`src/rtl/memory_stage.sv`:
```
// Y86-64 SEQ memory stage: one optional 64-bit data access per instruction
// over a req/ack bus, with an ack-timeout watchdog and valid/ready handshakes.
module memory_stage #(
    parameter int unsigned ADDR_LIMIT = 8192,
    parameter int unsigned TIMEOUT    = 16
) (
    input  logic        clk,
    input  logic        rst_n,
    input  logic        in_valid,
    output logic        in_ready,
    input  logic [3:0]  icode,
    input  logic [63:0] valE,
    input  logic [63:0] valA,
    input  logic [63:0] valP,
    input  logic [2:0]  stat_in,
    output logic        out_valid,
    input  logic        out_ready,
    output logic [3:0]  icode_out,
    output logic [63:0] valE_out,
    output logic [63:0] valM,
    output logic [2:0]  stat_out,
    output logic        dmem_req,
    output logic        dmem_we,
    output logic [63:0] dmem_addr,
    output logic [63:0] dmem_wdata,
    input  logic [63:0] dmem_rdata,
    input  logic        dmem_ack
);

    localparam int unsigned CNT_W = $clog2(TIMEOUT + 1);
    localparam logic [2:0]  STAT_AOK = 3'd1;
    localparam logic [2:0]  STAT_ADR = 3'd3;

    typedef enum logic [1:0] {IDLE, REQ, DONE} state_t;

    state_t             state_q, state_d;
    logic [CNT_W-1:0]   cnt_q, cnt_d;
    logic               out_valid_d, dmem_req_d, dmem_we_d;
    logic [3:0]         icode_out_d;
    logic [63:0]        valE_out_d, valM_d, dmem_addr_d, dmem_wdata_d;
    logic [2:0]         stat_out_d;

    logic               acc, acc_we, addr_bad;
    logic [63:0]        acc_addr, acc_wdata;

    // Access decode from the incoming instruction
    always_comb begin
        acc       = 1'b0;
        acc_we    = 1'b0;
        acc_addr  = valE;
        acc_wdata = valA;
        case (icode)
            4'h4: begin acc = 1'b1; acc_we = 1'b1; end
            4'h5: begin acc = 1'b1; end
            4'h8: begin acc = 1'b1; acc_we = 1'b1; acc_wdata = valP; end
            4'h9: begin acc = 1'b1; acc_addr = valA; end
            4'hA: begin acc = 1'b1; acc_we = 1'b1; end
            4'hB: begin acc = 1'b1; acc_addr = valA; end
            default: ;
        endcase
    end

    // 65-bit compare so that addresses near 2^64 wrap into the bad range
    assign addr_bad = ({1'b0, acc_addr} + 65'd8) > 65'(ADDR_LIMIT);

    assign in_ready = (state_q == IDLE);

    // Next-state and next-output logic
    always_comb begin
        state_d      = state_q;
        cnt_d        = cnt_q;
        out_valid_d  = out_valid;
        icode_out_d  = icode_out;
        valE_out_d   = valE_out;
        valM_d       = valM;
        stat_out_d   = stat_out;
        dmem_req_d   = dmem_req;
        dmem_we_d    = dmem_we;
        dmem_addr_d  = dmem_addr;
        dmem_wdata_d = dmem_wdata;
        case (state_q)
            IDLE: begin
                if (in_valid) begin
                    icode_out_d = icode;
                    valE_out_d  = valE;
                    valM_d      = 64'd0;
                    cnt_d       = '0;
                    if (stat_in != STAT_AOK || !acc || addr_bad) begin
                        stat_out_d  = (stat_in != STAT_AOK) ? stat_in : (acc && addr_bad) ? STAT_ADR : STAT_AOK;
                        out_valid_d = 1'b1;
                        state_d     = DONE;
                    end else begin
                        stat_out_d   = STAT_AOK;
                        dmem_req_d   = 1'b1;
                        dmem_we_d    = acc_we;
                        dmem_addr_d  = acc_addr;
                        dmem_wdata_d = acc_wdata;
                        state_d      = REQ;
                    end
                end
            end
            REQ: begin
                if (dmem_ack) begin
                    dmem_req_d  = 1'b0;
                    valM_d      = dmem_we ? 64'd0 : dmem_rdata;
                    stat_out_d  = STAT_AOK;
                    out_valid_d = 1'b1;
                    state_d     = DONE;
                end else if (cnt_q == CNT_W'(TIMEOUT - 1)) begin
                    dmem_req_d  = 1'b0;
                    valM_d      = 64'd0;
                    stat_out_d  = STAT_ADR;
                    out_valid_d = 1'b1;
                    state_d     = DONE;
                end else begin
                    cnt_d = cnt_q + CNT_W'(1);
                end
            end
            DONE: begin
                if (out_ready) begin
                    out_valid_d = 1'b0;
                    state_d     = IDLE;
                end
            end
            default: state_d = IDLE;
        endcase
    end

    // State and output registers
    always_ff @(posedge clk or negedge rst_n) begin
        if (!rst_n) begin
            state_q    <= IDLE;
            cnt_q      <= '0;
            out_valid  <= 1'b0;
            icode_out  <= 4'd0;
            valE_out   <= 64'd0;
            valM       <= 64'd0;
            stat_out   <= STAT_AOK;
            dmem_req   <= 1'b0;
            dmem_we    <= 1'b0;
            dmem_addr  <= 64'd0;
            dmem_wdata <= 64'd0;
        end else begin
            state_q    <= state_d;
            cnt_q      <= cnt_d;
            out_valid  <= out_valid_d;
            icode_out  <= icode_out_d;
            valE_out   <= valE_out_d;
            valM       <= valM_d;
            stat_out   <= stat_out_d;
            dmem_req   <= dmem_req_d;
            dmem_we    <= dmem_we_d;
            dmem_addr  <= dmem_addr_d;
            dmem_wdata <= dmem_wdata_d;
        end
    end

endmodule
```
`config.mk`:
```
export PLATFORM = sky130hd
export DESIGN_NAME = memory_stage
export DESIGN_NICKNAME = d
export VERILOG_FILES = /design/src/rtl/memory_stage.sv
export SDC_FILE = /design/constraint.sdc
export NUM_CORES = 1
export LEC_CHECK = 0
export ABC_CLOCK_PERIOD_IN_PS = 2850
export BUFFER_PORTS_ARGS = -buffer_cell sky130_fd_sc_hd__buf_2
export CAP_MARGIN = 20
export CORE_AREA = 10 10 197 199
export CTS_CLUSTER_DIAMETER = 200
export CTS_CLUSTER_SIZE = 8
export DETAILED_ROUTE_END_ITERATION = 8
export DIE_AREA = 0 0 207 209
export PLACE_DENSITY = 0.79
export SETUP_SLACK_MARGIN = 0.15
export SYNTH_ARGS = -nofsm -noshare
export SYNTH_HDL_FRONTEND = slang
export SYNTH_SLANG_ARGS = --single-unit
```
`constraint.sdc`:
```
create_clock -name clk -period 2.85 [get_ports clk]
set_input_delay 0.57 -clock clk [delete_from_list [all_inputs] [get_ports clk]]
set_output_delay 0.57 -clock clk [all_outputs]
set_load 0.02 [all_outputs]
```
== Yosys cells after proc, flatten, opt, wreduce, memory -nomap -nowiden ==
Index checks and enable logic that the tools add are counted.

* $add $sub $neg: 2
* Multiply operators: 0
* Divide/modulo/power cells: 0
* Magnitude comparators: 1
* Eq/ne operators: 17
* Shift operators: 0
* Mux-type cells: 37
* Bitwise logic cells: 1
* Reduce and logical (&&, ||, !) cells: 17

{| class="wikitable"
|+ Operators by type and width
! kind !! count
|-
| 64-bit two-way mux || 6
|-
| 64-bit one-hot mux with 2 select lines || 1
|-
| 64-bit by 4-bit adder with 65-bit output (second input constant) || 1
|-
| 65-bit by 14-bit > comparator with 1-bit output (second input constant) || 1
|-
| 4-bit equality test (second input constant) || 4
|-
| 3-bit two-way mux || 5
|-
| 5-bit two-way mux || 3
|-
| 2-bit two-way mux || 6
|-
| 1-bit two-way mux || 11
|-
| 2-bit != test (second input constant) || 5
|-
| 5-bit one-hot mux with 2 select lines || 1
|-
| 3-bit AND reduction || 3
|-
| 4-bit by 3-bit equality test with 1-bit output (second input constant) || 2
|-
| 4-bit AND reduction || 2
|-
| 2-bit one-hot mux with 3 select lines || 1
|-
| 3-bit one-hot mux with 2 select lines || 1
|-
| 6-bit OR reduction || 1
|-
| 5-bit by 1-bit adder with 5-bit output (second input constant) || 1
|-
| 5-bit by 4-bit equality test with 1-bit output (second input constant) || 1
|-
| 5-bit AND reduction || 1
|-
| 3-bit by 1-bit != test with 1-bit output (second input constant) || 1
|-
| 3-bit != test (second input constant) || 1
|-
| 1-bit one-hot mux with 3 select lines || 1
|-
| 3-bit nonzero test || 1
|-
| other kinds (13) || 14
|}

* Bits in registers: 273
* Latch bits: 0
* RAM bits: 0
* ROM bits: 0
* Input port bits: 268
* Output and inout bits: 267
* Logic and storage cells: 86
* Memories kept: 0

== Longest topological paths before layout ==
* Word-level depth: 11
* Depth in mapped cells: 23
* Gate-level depth less buffers: 13

== Worst setup path before layout ==
OpenSTA, ideal clock, no wires.

* Kind: input -> register
* From: input port icode[2]
* To: register dmem_addr[10]
* Setup time: 0.127 ns
* Data arrival time: 5.245 ns
* Data required time: 2.723 ns
* Path slack: -2.523 ns
* Cell stages on the path: 20
* Buffers on the path: 9
* Path through: and3b_1 > buf_2 > buf_2 > buf_2 > buf_2 > buf_1 > clkbuf_1 > nand2_1 > nand2_1 > ha_1 > clkbuf_1 > o211ai_1 > or4_1 > a22oi_1 > o211ai_1 > or4_4 > nor4_4 > buf_4 > buf_4 > mux2_1

* Word-level cells in the longest chain between the ends: 8
* Elaborated cells between the ends (all ways): 17
* Classes of those cells: 1 x add/sub; 1 x order compare; 6 x eq/ne; 2 x mux; 1 x bitwise; 6 x reduce/logical

{| class="wikitable"
|+ Ends and longest elaborated chain
! element !! RTL line !! source
|-
| start: declaration || 11 || <nowiki>input logic [3:0] icode,</nowiki>
|-
| 4-bit equality test || 52 || <nowiki>case (icode)</nowiki>
|-
| 2-bit OR reduction (no source line) * || - ||
|-
| 64-bit two-way mux * || 52 ||
|-
| named net acc_addr[3] || 44 || <nowiki>logic [63:0] acc_addr, acc_wdata;</nowiki>
|-
| 64-bit by 4-bit adder with 65-bit output * || 64 || <nowiki>assign addr_bad = ({1'b0, acc_addr} + 65'd8) > 65'(ADDR_LIMIT);</nowiki>
|-
| 65-bit by 14-bit > comparator with 1-bit output * || 64 ||
|-
| 1-bit logical OR * || 88 || <nowiki>if (stat_in != STAT_AOK || !acc || addr_bad) begin</nowiki>
|-
| 1-bit inverter (no source line) * || - ||
|-
| 3-bit AND reduction (no source line) * || - ||
|-
| end signal: assignment || 153 || <nowiki>dmem_addr <= dmem_addr_d;</nowiki>
|-
| end: declaration || 24 || <nowiki>output logic [63:0] dmem_addr,</nowiki>
|}

The timed path passes the listed nets; every way through them passes the cells marked *.
A chain may end at the register's enable or synchronous reset.

== Worst setup path in the final report ==
* From: input port icode[3]
* To: register dmem_wdata[7]

* Word-level cells in the longest chain between the ends: 8
* Elaborated cells between the ends (all ways): 18
* Classes of those cells: 1 x add/sub; 1 x order compare; 6 x eq/ne; 3 x mux; 1 x bitwise; 6 x reduce/logical

{| class="wikitable"
|+ Ends and longest elaborated chain
! element !! RTL line !! source
|-
| 4-bit equality test || 52 ||
|-
| 2-bit OR reduction (no source line) * || - ||
|-
| 64-bit two-way mux * || 52 ||
|-
| named net acc_addr[4] || 44 ||
|-
| 64-bit by 4-bit adder with 65-bit output * || 64 ||
|-
| 65-bit by 14-bit > comparator with 1-bit output * || 64 ||
|-
| 1-bit logical OR * || 88 ||
|-
| 1-bit inverter (no source line) * || - ||
|-
| 3-bit AND reduction (no source line) * || - ||
|-
| end signal: assignment || 154 || <nowiki>dmem_wdata <= dmem_wdata_d;</nowiki>
|-
| end: declaration || 25 || <nowiki>output logic [63:0] dmem_wdata,</nowiki>
|}

Marked as above.

==> results.md <==
- Fin crit share: 134%
- Leading area contributor after synthesis: dfrtp_1
- Clock Skew: roughly 0.02 ns
- CP Buf/Inv Count: 8
- Post-DP HPWL: 50200 um
- Min Clock Period, post-route: 3.83 ns
- Maximum clock frequency: ~260 MHz
- Vias in the first global route: 16400
- Initial antenna violation count: 11
- EDFF count, synth: 0
- Reg2reg path depth: 10
- GRT Residual Overflow: 0
- Cell Area, Synth: between 0.01 and 0.015 mm^2
- Clk buf depth: 3
- Placed cell count: 2695
- GR Util All Layers: 28.7%
- Worst flop-to-flop path endpoint: dmem_wdata[7]
- Prevailing post-synth register cell: dfrtp_1
- Initial DRC count: 1015
- Ratio of cells with drive above 1 in the final layout: 48.1%
- Final TNS setup: -116.61 ns
- Pleak: 11.5 nW
- Design Area, Final: 0.0218 mm^2
- CTS sink cnt: 273
- Post-route DRC: 0
- Slew Limit Headroom: 42.8%
- Yosys cell types: 74
- Top-count cell post-synth: nand2_1
- GPL Wtd Cong: around 0.93
- Cells after Synth: 1469
- Clk_lat worst skew: 0.55 ns
- Initial core utilization: about 41%
- IO Port Bufs: 534
- Hold Buf Count CTS: 0
- Power Dens Cells: just under 500 mW/mm^2
- Top cells by count, synth: 288 x nand2_1, 272 x dfrtp_1, 107 x mux2_2
- WL per Instance: 23.5 um
- Syn nets: 1740
- Pins Over Slew Limit: 0
- Layout area overhead: 50.4%
- DR vias/cell: between 5 and 6
- Io pins: 535
- Placed inst area: between 0.015 and 0.02 mm^2
- Die Wd: 207 um
- CP Class: input port to flip-flop
- Worst hold slack: -0.0118 ns
- Reg2reg start: state_q[0]
- Ys Warns: 0
- Largest net degree at the start of global routing: 76
- CP max stage cell: or4_1
- Crit path max-delay family: simple AND/OR/NAND/NOR gates
- Worst-path cell chain: buf_4, nand3b_1, buf_6, buf_8, nand2_1, nand2_2, ha_4, buf_6, o211ai_1, or4_1, a22oi_1, o211ai_1, or4_4, nor4_4, buf_6, buf_6, buf_12, buf_16, mux2_4
- Crit path depth: 19
- Max-cap violations: 0
- Hold Crit Class: input port to asynchronous set/reset pin
- Core Rows: 69
- Register area share after synthesis: 47.2%
- Non-filler cells, final: 2785
- Top cell by count, worst path: buf_6
- Full die area: approximately 0.043 mm^2
- Critical Path Start Type: input port
- Total power: 10.6 mW
- CTS tree: done
- Avg Cell Area, Syn: 9.85 um^2
- Failing checks: negative hold slack, negative setup slack
- Pre-antenna DRT Iters: 5
- Measured slew at the worst slew-check pin: about 0.86 ns
- FF-to-FF setup slack: 0.49 ns
- Core footprint: about 0.035 mm^2
- Routed wire length: ~65000 um
- Post-route antenna net violation count: 0
- Crit path required time: 3.27 ns
- FFs w/ async S/R, synth: 100%
- Worst Path Arrival: 4.25 ns
- Num CTS Buffers: 40
- Crit Path Max Fanout: 6
- Dominant cells by area after synthesis: dfrtp_1 47%, mux2_2 8.3%, nand2_1 7.5%
- Final setup margin: -0.977 ns
- H-tree depth: 2
- Yosys top cell area share: 47.0%
- Via count: 15700
- RSZ-0062 raised after global routing: yes
- Synth Register Bits: 273
- End point of the critical path: dmem_wdata[7]
- Status: complete, but fails checks
- Nets: approximately 2600
- Crit end category: flip-flop
- First-pass GRT wire length: 98400 um
- VDD IR max: 0.000448 V
- Die height: 209 um
- Final setup fails: 134
- Clock transition at the registers of the reported paths: 0.05 ns
- Final hold violation count: 5
- Clock root cell: clkbuf_16
- Critical path startpoint: icode[3]
- Critical path's largest stage delay: 0.55 ns
[per-layer routing]
layer  wire length (um)  global-route usage [%]
met1              24900                    33.1
met2              31600                    48.6
met3               5450                    7.80
met4               3400                    13.2
met5                 66                       0
[cell families (layout without fill, tap and decap cells)]
family	count (synthesis)	in the layout	synth area share [%]
xor+xnor	22	22	1.33
mux	186	186	14.1
flops	273	273	47.2
simple gates	642	642	21.8
other cells	0	5	0
compound gates	231	231	12.0
fa+ha+maj	3	3	0.259
buf+inv	112	962	3.36
[worst register-to-register path, stage by stage (launching register included)]
cell and delay (ns):
dfrtp_1 0.46, nor2_1 0.13, buf_4 0.16, and2_4 0.18, nand3_1 0.12, nor4_4 0.36
buf_6 0.19, buf_6 0.12, buf_12 0.10, buf_16 0.11, mux2_4 0.30
[power breakdown]
part / switching [mW] / internal [mW]
logic: 1.29 / 0.807
registers: 0.127 / 4.10
clock network: 1.77 / 2.56
[layout make-up]
type	count	area [um^2]
diodes	5	12.5
clock buffers	50	1040
clock inverters	4	85.1
fillers	2824	13300
inverters	14	52.6
multi-input cells	1084	7490
flip-flops and latches	273	6830
well taps	461	577
repair buffers	894	5680
[sequential cells by signal, summed over array words and instances, names as in the netlist]
signal	flops
icode_out	4
valE_out	64
state_q	2
dmem_addr	64
stat_out	3
valM	64
dmem_wdata	64
dmem_req	1
dmem_we	1
out_valid	1
cnt_q	5
[timing repair]
| item | CTS | global route |
|---|---|---|
| endpoints found under the hold margin | 0 | 0 |
| setup buffers | 18 | 9 |
| pin swaps | 0 | 21 |
| resized for setup | 42 | 47 |
| cloned | 3 | 1 |
| endpoints found under the setup margin | 134 | 134 |
[worst min-delay path by stage]
stage          cells after the start          from  slack, ns       endpoint
2_1_floorplan                      0         rst_n       0.27       cnt_q[0]
3_3_place_gp                       2  valE_out[35]       0.45   valE_out[35]
3_5_place_dp                       2  valE_out[48]       0.46   valE_out[48]
4_1_cts                            1         rst_n       0.02   icode_out[2]
5_1_grt                            1         rst_n       0.04  dmem_addr[28]
6_report                           1         rst_n      -0.01  dmem_addr[28]
[cell usage in the layout, fill, tap and decap left out, types with 6 or more instances in the layout]
master / synthesis / layout
buf_2: 25 / 531
buf_4: 3 / 328
nand2_1: 288 / 285
dfrtp_1: 272 / 272
mux2_2: 107 / 101
a22o_1: 70 / 70
nor2_1: 56 / 54
nand3_1: 51 / 51
nor2b_1: 51 / 51
nand4_1: 50 / 50
mux2i_1: 44 / 41
clkbuf_16: 0 / 41
nor3_1: 42 / 38
o21ai_0: 29 / 27
mux2_1: 35 / 23
a21oi_1: 22 / 21
mux2_4: 0 / 18
and3_1: 15 / 15
inv_1: 14 / 14
xor2_1: 14 / 14
nor4_1: 24 / 14
buf_6: 3 / 14
a31oi_1: 13 / 13
buf_12: 0 / 13
o31ai_1: 11 / 11
o22ai_1: 11 / 10
and2_1: 11 / 10
clkbuf_1: 56 / 10
and4_1: 9 / 8
nor4_2: 2 / 8
xnor2_1: 8 / 8
or2_2: 6 / 6
a211oi_1: 6 / 6
[through the flow]
stage / setup WS [ns] / utilization (%)
3_3_place_gp: -1.61 / 56.9
5_1_grt: -1.06 / 62.1
2_1_floorplan: -1.43 / -
6_report: -0.977 / 62.1
4_1_cts: -0.832 / 61.2
3_5_place_dp: -1.61 / 56.9
Power figures use the tool's default switching activity.
